<file path="config.mk">
export PLATFORM = sky130hd
export DESIGN_NAME = ripple_count_sampler
export DESIGN_NICKNAME = d
export VERILOG_FILES = /design/src/rtl/ripple_count_sampler.sv
export SDC_FILE = /design/constraint.sdc
export NUM_CORES = 1
export LEC_CHECK = 0
export BUFFER_PORTS_ARGS = -buffer_cell sky130_fd_sc_hd__buf_2
export CORE_MARGIN = 1
export CORE_UTILIZATION = 44
export CTS_BUF_LIST = sky130_fd_sc_hd__clkbuf_8
export DETAILED_ROUTE_END_ITERATION = 8
export PLACE_DENSITY = 0.66
export SLEW_MARGIN = 20
export SYNTH_ARGS = -nofsm -noshare
export SYNTH_HDL_FRONTEND = slang
export SYNTH_SLANG_ARGS = --single-unit
</file>
<file path="constraint.sdc">
create_clock -name clk -period 2.9 [get_ports clk]
set_clock_uncertainty 0.2 [all_clocks]
set_input_delay 0.29 -clock clk [delete_from_list [all_inputs] [get_ports clk]]
set_output_delay 0.29 -clock clk [all_outputs]
set_load 0.02 [all_outputs]
</file>
<file path="src/rtl/ripple_count_sampler.sv">
// ripple_count_sampler: brings an asynchronous 4-bit ripple count into the clk domain,
//   publishes only settled values, extends the count with a wrap counter and
//   serves {wraps, count} snapshots over a 4-phase req/ack handshake.
// Latency: clean input change to cnt_out/upd is 2+STABLE_N clk edges; snap_ack one cycle after snap_req.
// Backpressure: none on count (values that never settle are dropped); snapshot held while snap_req stays high.
//
// Ports:
//   clk, rst        clock and asynchronous active-low reset
//   count           raw ripple-counter value (asynchronous to clk)
//   clr             synchronous clear of wraps and ovf
//   snap_req        4-phase snapshot request (level)
//   cnt_out, upd    last settled count, one-cycle pulse when it changes
//   wrap, wraps     wrap pulse and wrap counter (modulo 2^EW)
//   ovf             sticky wrap-counter overflow
//   snap_ack        snapshot acknowledge, snap_data = captured {wraps, cnt_out}
//   skip_err        sticky step-error flag; only live when SAMPLER_SKIP_CHECK_EN is defined
//
// Optional feature macro: SAMPLER_SKIP_CHECK_EN (flags accepted steps other than +1).

module ripple_count_sampler #(
  parameter int W        = 4,
  parameter int EW       = 4,
  parameter int STABLE_N = 2
) (
  input  logic              clk,
  input  logic              rst,
  input  logic [W-1:0]      count,
  input  logic              clr,
  input  logic              snap_req,
  output logic [W-1:0]      cnt_out,
  output logic              upd,
  output logic              wrap,
  output logic [EW-1:0]     wraps,
  output logic              ovf,
  output logic              snap_ack,
  output logic [EW+W-1:0]   snap_data,
  output logic              skip_err
);

  localparam logic [3:0] STAB_MAX = 4'(STABLE_N - 1);

  typedef enum logic {F_UNSTABLE, F_STABLE} filt_e;
  typedef enum logic {S_IDLE, S_ACK} hs_e;

  // Synchronizer
  logic [W-1:0]    s1_q, s2_q;

  // Filter
  filt_e           filt_q;
  logic [3:0]      stab_q;
  logic [W-1:0]    cnt_q;
  logic            upd_q;
  logic            wrap_q;

  // Wrap extension
  logic [EW-1:0]   wraps_q, wraps_d;
  logic            ovf_q, ovf_d;

  // Handshake
  hs_e             hs_q;
  logic            ack_q;
  logic [EW+W-1:0] snap_q;

  logic s2_chg;
  logic accept;
  logic val_chg;
  logic is_wrap;

  // s2 is about to take s1's value, so a difference here is a change of s2 at this edge.
  assign s2_chg  = (s1_q != s2_q);
  assign accept  = !s2_chg && (filt_q == F_UNSTABLE) && (stab_q == STAB_MAX);
  assign val_chg = accept && (s2_q != cnt_q);
  assign is_wrap = val_chg && (s2_q < cnt_q);

  always_ff @(posedge clk or negedge rst) begin
    if (!rst) begin
      s1_q <= '0;
      s2_q <= '0;
    end else begin
      s1_q <= count;
      s2_q <= s1_q;
    end
  end

  // Filter FSM: a value is taken only after it has sat unchanged in s2 long enough.
  always_ff @(posedge clk or negedge rst) begin
    if (!rst) begin
      filt_q <= F_UNSTABLE;
      stab_q <= '0;
      cnt_q  <= '0;
      upd_q  <= 1'b0;
      wrap_q <= 1'b0;
    end else begin
      upd_q  <= val_chg;
      wrap_q <= is_wrap;
      if (s2_chg) begin
        stab_q <= '0;
        filt_q <= F_UNSTABLE;
      end else if (filt_q == F_UNSTABLE) begin
        if (stab_q == STAB_MAX) begin
          filt_q <= F_STABLE;
          if (val_chg) begin
            cnt_q <= s2_q;
          end
        end else begin
          stab_q <= stab_q + 4'd1;
        end
      end
    end
  end

  // clr takes priority over a coincident wrap; the wrap pulse itself is unaffected.
  always_comb begin
    wraps_d = wraps_q;
    ovf_d   = ovf_q;
    if (is_wrap) begin
      wraps_d = wraps_q + EW'(1);
      if (wraps_q == '1) begin
        ovf_d = 1'b1;
      end
    end
    if (clr) begin
      wraps_d = '0;
      ovf_d   = 1'b0;
    end
  end

  always_ff @(posedge clk or negedge rst) begin
    if (!rst) begin
      wraps_q <= '0;
      ovf_q   <= 1'b0;
    end else begin
      wraps_q <= wraps_d;
      ovf_q   <= ovf_d;
    end
  end

  // Handshake FSM: snapshot uses register values from before this edge's updates.
  always_ff @(posedge clk or negedge rst) begin
    if (!rst) begin
      hs_q   <= S_IDLE;
      ack_q  <= 1'b0;
      snap_q <= '0;
    end else if (hs_q == S_IDLE) begin
      if (snap_req) begin
        snap_q <= {wraps_q, cnt_q};
        ack_q  <= 1'b1;
        hs_q   <= S_ACK;
      end
    end else begin
      if (!snap_req) begin
        ack_q <= 1'b0;
        hs_q  <= S_IDLE;
      end
    end
  end

`ifdef SAMPLER_SKIP_CHECK_EN
  logic [W-1:0] cnt_inc;
  logic         skip_q;

  assign cnt_inc = cnt_q + W'(1);

  // Any accepted change other than +1 means the counter outran the filter.
  always_ff @(posedge clk or negedge rst) begin
    if (!rst) begin
      skip_q <= 1'b0;
    end else if (val_chg && (s2_q != cnt_inc)) begin
      skip_q <= 1'b1;
    end
  end

  assign skip_err = skip_q;
`else
  assign skip_err = 1'b0;
`endif

  assign cnt_out   = cnt_q;
  assign upd       = upd_q;
  assign wrap      = wrap_q;
  assign wraps     = wraps_q;
  assign ovf       = ovf_q;
  assign snap_ack  = ack_q;
  assign snap_data = snap_q;

endmodule

</file>
==> results of run 1 <==
repair_timing:
| item | 4_1_cts | 5_1_grt |
|---|---|---|
| gates resized for setup | 0 | 0 |
| endpoints found under the hold margin | 39 | 0 |
| hold buffers | 6 | 0 |
stage by stage:
stage	power (mW)	instance area, um2
after detailed placement	0.658	1650
after global placement	0.654	1650
final	1.05	1820
after global routing	1.10	1820
after floorplan	0.610	1470
after CTS	1.06	1820
kinds of logic after synthesis:
group,Yosys count,synth area share (%)
and+or+nand+nor,26,11.6
other,1,0.255
xor gates and xnor gates,8,4.76
buffers and inverters,12,3.32
AOI/OAI and AO/OA,13,5.61
adders and majority gates,8,6.80
DFF,34,57.8
muxes,13,9.86
worst max-delay path, cell delays in order (launching register included):
cell and delay (ps):
dfrtp_1 370, inv_1 50, ha_1 340, a41o_1 260
nor3_2 120, o2111ai_2 230, or3_1 400, a21oi_1 190
registers in the layout (all words and copies together) (netlist names):
name,count
snap_ack,1
cnt_out,4
filt_q,1
ovf,1
hs_q,1
wrap,1
snap_data,8
wraps,4
s1_q,4
s2_q,4
stab_q,4
upd,1
path summary, 6_finish.rpt:
path	from	depth (start not counted)	slack (ps)	end
min in group asynchronous	rst	2	410	ovf
max in group asynchronous	rst	2	1620	snap_ack
worst min register to register	s1_q[0]	0	190	s2_q[0]
worst min-delay path	clr	2	30	ovf
worst max-delay path	cnt_out[3]	7	650	wraps[3]
worst max register to register	cnt_out[3]	7	650	wraps[3]
synth_stat cells, drive strengths merged:
library cell	instances
a211oi	1
a21oi	6
a41o	1
and4bb	1
buf	1
clkbuf	1
conb	1
dfrtp	34
ha	8
inv	10
mux2	12
mux2i	1
nand2	5
nand3	1
nand4	2
nand4b	1
nor2	11
nor3	1
nor4b	1
o2111ai	1
o21ai	4
or3	2
or4	1
xnor2	1
xor2	7
power by group through the flow:
stage / combinational, mW / sequential, mW / clock (mW)
final: 0.135 / 0.518 / 0.393
after global routing: 0.152 / 0.522 / 0.422
after global placement: 0.129 / 0.525 / 0
after detailed placement: 0.131 / 0.527 / 0
after floorplan: 0.0629 / 0.547 / 0
after CTS: 0.138 / 0.518 / 0.405
area by class of cell:
| cell class | instances | area [um2] | share of cell area (%) |
|---|---|---|---|
| Clock buffer | 8 | 110 | 6.05 |
| Inverter | 10 | 37.5 | 2.06 |
| Timing Repair Buffer | 33 | 195 | 10.7 |
| Sequential cell | 34 | 851 | 46.7 |
| Multi-Input combinational cell | 69 | 572 | 31.4 |
| Tap cell | 44 | 55.1 | 3.02 |
per-layer routing:
| metal | wire (um) | track usage, % | part of all wire [%] | up-vias |
|---|---|---|---|---|
| met5 | 0 | 0 | 0 | - |
| met4 | 71 | 9.97 | 3.1 | 0 |
| met3 | 97 | 4.55 | 4.2 | 10 |
| met2 | 1190 | 27.0 | 51 | 22 |
| met1 | 969 | 15.6 | 42 | 484 |
| li1 | - | - | - | 466 |
==> out/qor.csv, run 1 <==
metric,value,unit
syn avg cell area,12.8,um2
Finished Core Util,58.7,%
Non-Filler Instances,198,
Mapped Nets,131,
final wirelength,2330,um
Final setup violation count,0,
Sw Ratio,24.2,%
ranking of synthesized cells by area,"dfrtp_1, mux2_1, ha_1",
final max-slew violation count,0,
post-CTS setup buffer count,0,
Layout area overhead,23.7,%
setup TNS,0,ps
Placement Setup Slack,653,ps
wire length per cell,11.8,um
post-synthesis cell area,0.00147,mm2
Fmax,445,MHz
Routed Antenna Nets,0,
number of global-route vias before repair,985,
die extent in x,59.8,um
Yosys top cell area share,57.8,%
GPL Wtd Cong,0.771,
setup ws final,651,ps
"commonest non-fill, non-tap cell in the layout",dfrtp_1,
Overall Global Routing Usage,15.3,%
Initial Util,47.4,%
outcome,"complete, no violations",
I/O Buffers,27,
Gate power share,12.9,%
period utilisation layout,77.6,%
share of cells above drive strength 1,26.6,%
DP Wirelength,1720,um
Synth area leader,dfrtp_1,
Power Density,575,mW/mm2
DRC Markers,0,
Worst slew margin,51.4,%
Syn Inst Count,115,
WHS,27.8,ps
Worst-path clk slew,60,ps
CTS tree,built,
critical path startpoint category,register,
CP Capture Type,register,
Total Nets Final,169,
Max IR drop VDD,0.327,mV
row count,20,
Clock Path Buffers,2,
first-pass detailed-route iteration total,3,
sequential-to-total area share from yosys stat,57.8,%
"commonest non-fill, non-tap cells in the layout","dfrtp_1, buf_2, mux2_1",
total CTS buffers,5,
# IOs,29,
H-tree depth,2,
CTS Sinks,34,
worst skew pair latency,280,ps
Core ar.,0.00310,mm2
global route overflow,0,
Worst-Margin Slew,729,ps
Max-Cap Viols,0,
Vias,982,
Antenna diodes,0,
largest net degree at the start of global routing,35,
global-route wire length before repair,3920,um
Internal Power,0.793,mW
DR vias/cell,4.96,
P_leak,0.940,nW
fill cell total of the finished layout,293,
number of synthesized register bits,34,
sequential power share,49.5,%
Worst Hold Class,in -> reg,
RSZ-0062 raised after global routing,false,
Root Buffer Master,clkbuf_8,
Crit Path Category,reg -> reg,
initial antenna violation count,0,
minimum clock period,2250,ps
crit path DAT,2240,ps
Final Hold Fails,0,
die area,0.00358,mm2
Worst Path Max Fanout,6,
Yosys cell types,29,
Post-Place Cells,184,
Yosys Warn Count,0,
Net Switching,0.254,mW
Initial DRC Count,26,
Critical Path RT,2890,ps
clock group share of total power,37.6,%
die height,59.8,um
(Power assumes the default switching activity.)
==> run 2, diff against run 1 <==
==> constraint.sdc (replaced) <==
create_clock -name clk -period 2.35 [get_ports clk]
set_clock_uncertainty 0.2 [all_clocks]
set_input_delay 0.235 -clock clk [delete_from_list [all_inputs] [get_ports clk]]
set_output_delay 0.235 -clock clk [all_outputs]
set_load 0.02 [all_outputs]
==> run 2 against run 1 <==
Critical path depth stayed put. Wire length is 0.99% higher. Total power grew 24%. Cell area up 1.6%. Clock power is 23% higher. Count of clock-buffer cells in the layout did not move. Non-clock buffer count up 2. Sequential power increased by 23%. Die area is the same. Critical endpoint unchanged.
==> out/qor.csv, run 2 (synthesis gave the netlist of run 1 again) <==
metric,value,unit,change
Crit Path Category,reg -> reg,,
max reg flops,8,,unchanged
setup TNS,0,ps,unchanged
worst r2r dst,wraps[3],,
Worst Path Max Fanout,4,,-2
Power Density,700,mW/mm2,+22%
placed cell areas,0.00165,mm2,unchanged
final max-slew violation count,0,,unchanged
setup ws final,165,ps,-485 ps
largest net degree at the start of global routing,35,,unchanged
Gate power share,13.2,%,+0.3 points
I/O Buffers,27,,unchanged
Max IR drop VDD,0.408,mV,+25%
crit path from,cnt_out[3],,
Core ar.,0.00310,mm2,unchanged
critical path startpoint category,register,,
Antenna diodes,0,,unchanged
minimum clock period,2180,ps,-64.6 ps
die height,59.8,um,unchanged
clock group share of total power,37.5,%,about the same
global route overflow,0,,unchanged
launch instance of the worst min-delay path,s1_q[1],,
worst skew pair latency,280,ps,about the same
Layout area overhead,25.7,%,
Worst-path clk slew,60,ps,about the same
GPL Wtd Cong,0.754,,-2.3%
Net Switching,0.316,mW,+24%
Internal Power,0.980,mW,+24%
Overall Global Routing Usage,15.5,%,+0.18 points
Worst slew margin,52.3,%,+0.90 points
crit path DAT,2180,ps,-60 ps
Sw Ratio,24.4,%,+0.13 points
FF-to-FF path depth,7,,unchanged
H-tree depth,2,,unchanged
DP Wirelength,1710,um,-0.51%
# IOs,29,,unchanged
multi-input logic area,583,um2,+2.0%
Routed Antenna Nets,0,,unchanged
wire length per cell,11.8,um,about the same
Final setup violation count,0,,unchanged
final wirelength,2350,um,+0.99%
Critical Path RT,2350,ps,-540 ps
routed length on met3,105,um,+8.2%
total CTS buffers,5,,unchanged
Fmax,458,MHz,+3.0%
flop2flop setup slack,170,ps,-490 ps
sequential power share,49.4,%,about the same
worst reg2reg path startpoint,cnt_out[3],,
Max-Cap Viols,0,,unchanged
"commonest non-fill, non-tap cell in the layout",dfrtp_1,,
outcome,"complete, no violations",,
Root Buffer Master,clkbuf_8,,
P_leak,0.949,nW,+0.90%
number of global-route vias before repair,968,,-1.7%
Initial Util,47.4,%,unchanged
Top Layer Used,met4,,
RSZ-0062 raised after global routing,false,,
Worst-Margin Slew,716,ps,-13.5 ps
die extent in x,59.8,um,unchanged
Clock Path Buffers,2,,unchanged
global-route wire length before repair,3950,um,+0.69%
fill cell total of the finished layout,284,,-3.1%
initial antenna violation count,0,,unchanged
Initial DRC Count,32,,+23%
Vias,983,,+0.10%
row count,20,,unchanged
Worst Hold Class,reg -> reg,,
DRC Markers,0,,unchanged
Placement Setup Slack,96.9,ps,-556 ps
CP endpoint,wraps[3],,
period utilisation layout,93.0,%,+15 points
DR vias/cell,4.92,,-0.90%
Final Hold Fails,0,,unchanged
CTS tree,built,,
CP Capture Type,register,,
share of cells above drive strength 1,26.9,%,+0.30 points
CTS Sinks,34,,unchanged
DR WL met2,1220,um,+2.6%
Total Nets Final,171,,+1.2%
WL met1,960,um,-0.93%
Finished Core Util,59.6,%,+0.93 points
die area,0.00358,mm2,unchanged
Register Area,851,um2,unchanged
design area,0.00185,mm2,+1.6%
"commonest non-fill, non-tap cells in the layout","dfrtp_1, buf_2, mux2_1",,
first-pass detailed-route iteration total,4,,+1
-- run 2: cell types whose count changed in the layout (fill, tap and decap cells not counted) --
cell,delta
o2111ai_2,-1
buf_4,+1
dlygate4sd3_1,+1
o2111ai_4,+1
-- run 2: how the worst min path moves through the flow --
stage                               to  slack (ps)  cells past startpoint
final                          s2_q[1]         200                      0
after floorplan             cnt_out[0]        -260                      0
after global placement             upd         130                      1
after CTS                      s2_q[1]         200                      0
after detailed placement  snap_data[6]         130                      1
after global routing           s2_q[1]         210                      0
-- run 2: timing repair --
action,CTS,global route
hold buffers,7,0
endpoints found under the setup margin,0,1
buffers inserted,0,1
endpoints found under the hold margin,44,0
resized for setup,0,1
-- run 2: area by class of cell --
class | count | share of cell area (%)
flip-flops and latches | 34 | 46.0
multi-input cells | 69 | 31.5
repair buffers | 35 | 11.5
well taps | 44 | 2.98
inverters | 10 | 2.03
clock buffers | 8 | 5.95
-- run 2: stage by stage --
| stage | power (mW) | hold WS (ps) | instances |
|---|---|---|---|
| 6_report | 1.30 | 197 | 200 |
| 5_1_grt | 1.36 | 211 | 200 |
| 4_1_cts | 1.31 | 200 | 199 |
| 3_5_place_dp | 0.812 | 134 | 184 |
| 3_3_place_gp | 0.807 | 126 | 184 |
| 2_1_floorplan | 0.753 | -261 | 115 |
-- run 2: layer usage --
layer / track usage [%] / vias up
li1: - / 469
met1: 16.3 / 480
met2: 26.8 / 25
met3: 4.98 / 9
met4: 9.30 / 0
met5: 0 / -
-- run 2: power by group through the flow --
stage                     registers, mW  logic [mW]  clock network (mW)
after floorplan                   0.676      0.0777                   0
after global placement            0.648       0.159                   0
after detailed placement          0.651       0.161                   0
after CTS                         0.640       0.170               0.499
after global routing              0.644       0.193               0.521
final                             0.639       0.171               0.485
-- run 2: worst max-delay path, cell delays in order, from the launching register on --
cell and delay [ps]:
dfrtp_1 380, inv_1 50, ha_1 340, a41o_1 260, nor3_2 170, o2111ai_4 150, or3_1 370, a21oi_1 180
==> run 3, diff against run 2 <==
--- a/config.mk
+++ b/config.mk
@@ -5,6 +5,7 @@
 export SDC_FILE = /design/constraint.sdc
 export NUM_CORES = 1
 export LEC_CHECK = 0
+export ABC_AREA = 1
 export BUFFER_PORTS_ARGS = -buffer_cell sky130_fd_sc_hd__buf_2
 export CORE_MARGIN = 1
 export CORE_UTILIZATION = 44
==> run 3 against run 2 <==
Total power down 5.5%. Synthesized area down 1.4%. Count of clock-buffer cells in the layout down 2.
==> out/qor.csv, run 3 <==
metric,value,unit,change
number of synthesized register bits,34,,unchanged
flop2flop setup slack,600,ps,+430 ps
ranking of synthesized cells by area,"dfrtp_1, ha_1, nand2_1",,
Power Density,687,mW/mm2,-1.9%
DRC Markers,0,,unchanged
"commonest non-fill, non-tap cells in the layout","dfrtp_1, buf_2, inv_1, nand2_1, nor2_1",,
worst skew pair latency,280,ps,about the same
hold depth,4,,+4
sequential power share,52.1,%,+2.7 points
Antenna diodes,0,,unchanged
CP Capture Type,register,,
P_leak,0.936,nW,-1.3%
Net Switching,0.314,mW,-0.33%
minimum clock period,1750,ps,-432 ps
crit-path leading delay family,simple AND/OR/NAND/NOR gates,,
WHS Endpoint,wraps[3],,
CP peak stage delay,340,ps,-40 ps
Root Buffer Master,clkbuf_8,,
most numerous cell in the Yosys netlist,dfrtp_1,,
first-pass detailed-route iteration total,4,,unchanged
# IOs,29,,unchanged
FF-to-FF path depth,10,,+3
DR vias/cell,4.46,,-9.2%
CTS tree,built,,
Worst Hold Class,in -> reg,,
final wirelength,2340,um,-0.60%
global route overflow,0,,unchanged
number of global-route vias before repair,967,,-0.10%
Clock Path Buffers,2,,unchanged
Initial DRC Count,46,,+44%
Finished Core Util,57.4,%,-2.2 points
most frequent CP cell,nand2_1,,
wire length per cell,10.2,um,-13%
Overall Global Routing Usage,16.2,%,+0.66 points
Routed Antenna Nets,0,,unchanged
"Cell Chain, Critical Path",inv_1 > ha_1 > nand2_1 > nor2_1 > nor3_2 > nand3_2 > nand2_2 > nand2_1 > nand2_1 > nand2_1,,
Post-synth top cells,"dfrtp_1, nand2_1, inv_1",,
launch instance of the worst min-delay path,clr,,
RSZ-0062 raised after global routing,false,,
H-tree depth,2,,unchanged
Mapped Nets,161,,+23%
max reg flops,8,,unchanged
Register Area,851,um2,unchanged
multi-input logic area,498,um2,-15%
Max-Cap Viols,0,,unchanged
Critical Path RT,2330,ps,-20 ps
Gate power share,13.1,%,about the same
worst r2r dst,ovf,,
"commonest non-fill, non-tap cell in the layout",dfrtp_1,,
Vias,1018,,+3.6%
syn avg cell area,10.0,um2,-22%
die height,59.4,um,-0.66%
Final Hold Fails,0,,unchanged
worst reg2reg path startpoint,cnt_out[3],,
Core ar.,0.00310,mm2,unchanged
Worst-Margin Slew,732,ps,+16.0 ps
Sw Ratio,25.7,%,+1.3 points
Fmax,571,MHz,+25%
largest net degree at the start of global routing,35,,unchanged
Worst-path clk slew,60,ps,about the same
fill cell total of the finished layout,289,,+1.8%
fraction of registers with async set/reset,100,%,unchanged
outcome,"complete, no violations",,
WP buf/inv,1,,unchanged
Total Nets Final,199,,+16%
Layout area overhead,22.8,%,
initial antenna violation count,0,,unchanged
setup TNS,0,ps,unchanged
GPL Wtd Cong,0.868,,+15%
die area,0.00353,mm2,-1.3%
Power Total,1.22,mW,-5.5%
Max IR drop VDD,0.378,mV,-7.3%
Initial Util,46.8,%,-0.65 points
DP Wirelength,1670,um,-2.2%
Worst Path Max Fanout,5,,+1
sequential-to-total area share from yosys stat,58.6,%,+0.80 points
critical path startpoint category,register,,
row count,20,,unchanged
ys flop type,dfrtp_1,,
final max-slew violation count,0,,unchanged
total CTS buffers,5,,unchanged
number of synthesized flops with an enable pin,0,,unchanged
Yosys Warn Count,0,,unchanged
Syn Inst Count,145,,+26%
die extent in x,59.4,um,-0.66%
CTS Sinks,34,,unchanged
global-route wire length before repair,4030,um,+2.1%
crit path DAT,1730,ps,-450 ps
post-synthesis cell area,0.00145,mm2,-1.4%
Worst slew margin,51.2,%,-1.1 points
Synth area leader,dfrtp_1,,
# resized after CTS,0,,unchanged
I/O Buffers,27,,unchanged
share of cells above drive strength 1,23.4,%,-3.6 points
Internal Power,0.910,mW,-7.1%
Yosys top cell area share,58.6,%,+0.80 points
Crit Path Category,reg -> reg,,
Yosys cell types,24,,-17%
period utilisation layout,74.6,%,-18 points
clock group share of total power,34.8,%,-2.7 points
Final setup violation count,0,,unchanged
slowest CP cell,dfrtp_1,,
## run 3: cell count changes after synthesis, sizes merged, moves of 2 or more
cell | previous run | this run
nand4 | 2 | 0
mux2 | 12 | 2
a21oi | 6 | 9
inv | 10 | 23
xnor2 | 1 | 3
o21ai | 4 | 10
xor2 | 7 | 2
nor2 | 11 | 13
nand3 | 1 | 9
nand2 | 5 | 23
or3 | 2 | 0
## run 3: worst register-to-register path, stage by stage (launching register included)
cell and delay [ps]:
dfrtp_1 340, inv_1 70, ha_1 310, nand2_1 90, nor2_1 60, nor3_2 150, nand3_2 150, nand2_2 120
nand2_1 60, nand2_1 60, nand2_1 40
## run 3: repair_timing
action | CTS | global route
hold buffers | 6 | 0
buffers inserted | 0 | 0
hold endpoints to repair | 39 | 0
## run 3: how the worst max path moves through the flow
| stage | from | end | slack, ps | cells after the start |
|---|---|---|---|---|
| after floorplan | cnt_out[3] | ovf | 570 | 10 |
| after global placement | cnt_out[3] | ovf | 650 | 10 |
| after detailed placement | cnt_out[3] | ovf | 590 | 10 |
| after CTS | cnt_out[3] | ovf | 580 | 10 |
| after global routing | cnt_out[3] | ovf | 390 | 10 |
| final | cnt_out[3] | ovf | 600 | 10 |
## run 3: metrics by stage
stage | worst slack (ps) | hold WS, ps | std cells | instance area [um2]
2_1_floorplan | 572 | -261 | 145 | 1450
3_3_place_gp | 650 | 134 | 214 | 1630
3_5_place_dp | 594 | 142 | 214 | 1630
4_1_cts | 580 | 20.6 | 228 | 1780
5_1_grt | 390 | 41.3 | 228 | 1780
6_report | 597 | 32.7 | 228 | 1780
## run 3: power by group through the flow
stage	Sequential (mW)	Clock (mW)	Combinational (mW)
after floorplan	0.678	0	0.0696
after global placement	0.648	0	0.152
after detailed placement	0.650	0	0.155
after CTS	0.639	0.451	0.163
after global routing	0.644	0.469	0.185
final	0.638	0.426	0.160
## run 3: cells by family after synthesis
group / count (synthesis) / synth area share (%)
DFF: 34 / 58.6
other: 1 / 0.258
xor gates and xnor gates: 5 / 3.02
adders and majority gates: 8 / 6.90
AOI/OAI and AO/OA: 22 / 8.10
muxes: 2 / 1.55
and+or+nand+nor: 47 / 14.5
buffers and inverters: 26 / 7.07
## run 3: routing by layer
layer | global-route usage (%) | share of wire [%] | vias to the layer above
met5 | 0 | 0 | -
li1 | - | - | 532
met4 | 8.16 | 1.9 | 0
met2 | 26.3 | 49 | 25
met1 | 18.2 | 44 | 456
met3 | 6.55 | 5.1 | 5
## run 3: cell type report
type / count / area share, %
inverters: 24 / 5.13
clock inverters: 2 / 0.492
flip-flops and latches: 34 / 47.8
well taps: 44 / 3.09
repair buffers: 33 / 11.0
multi-input cells: 85 / 27.9
clock buffers: 6 / 4.63
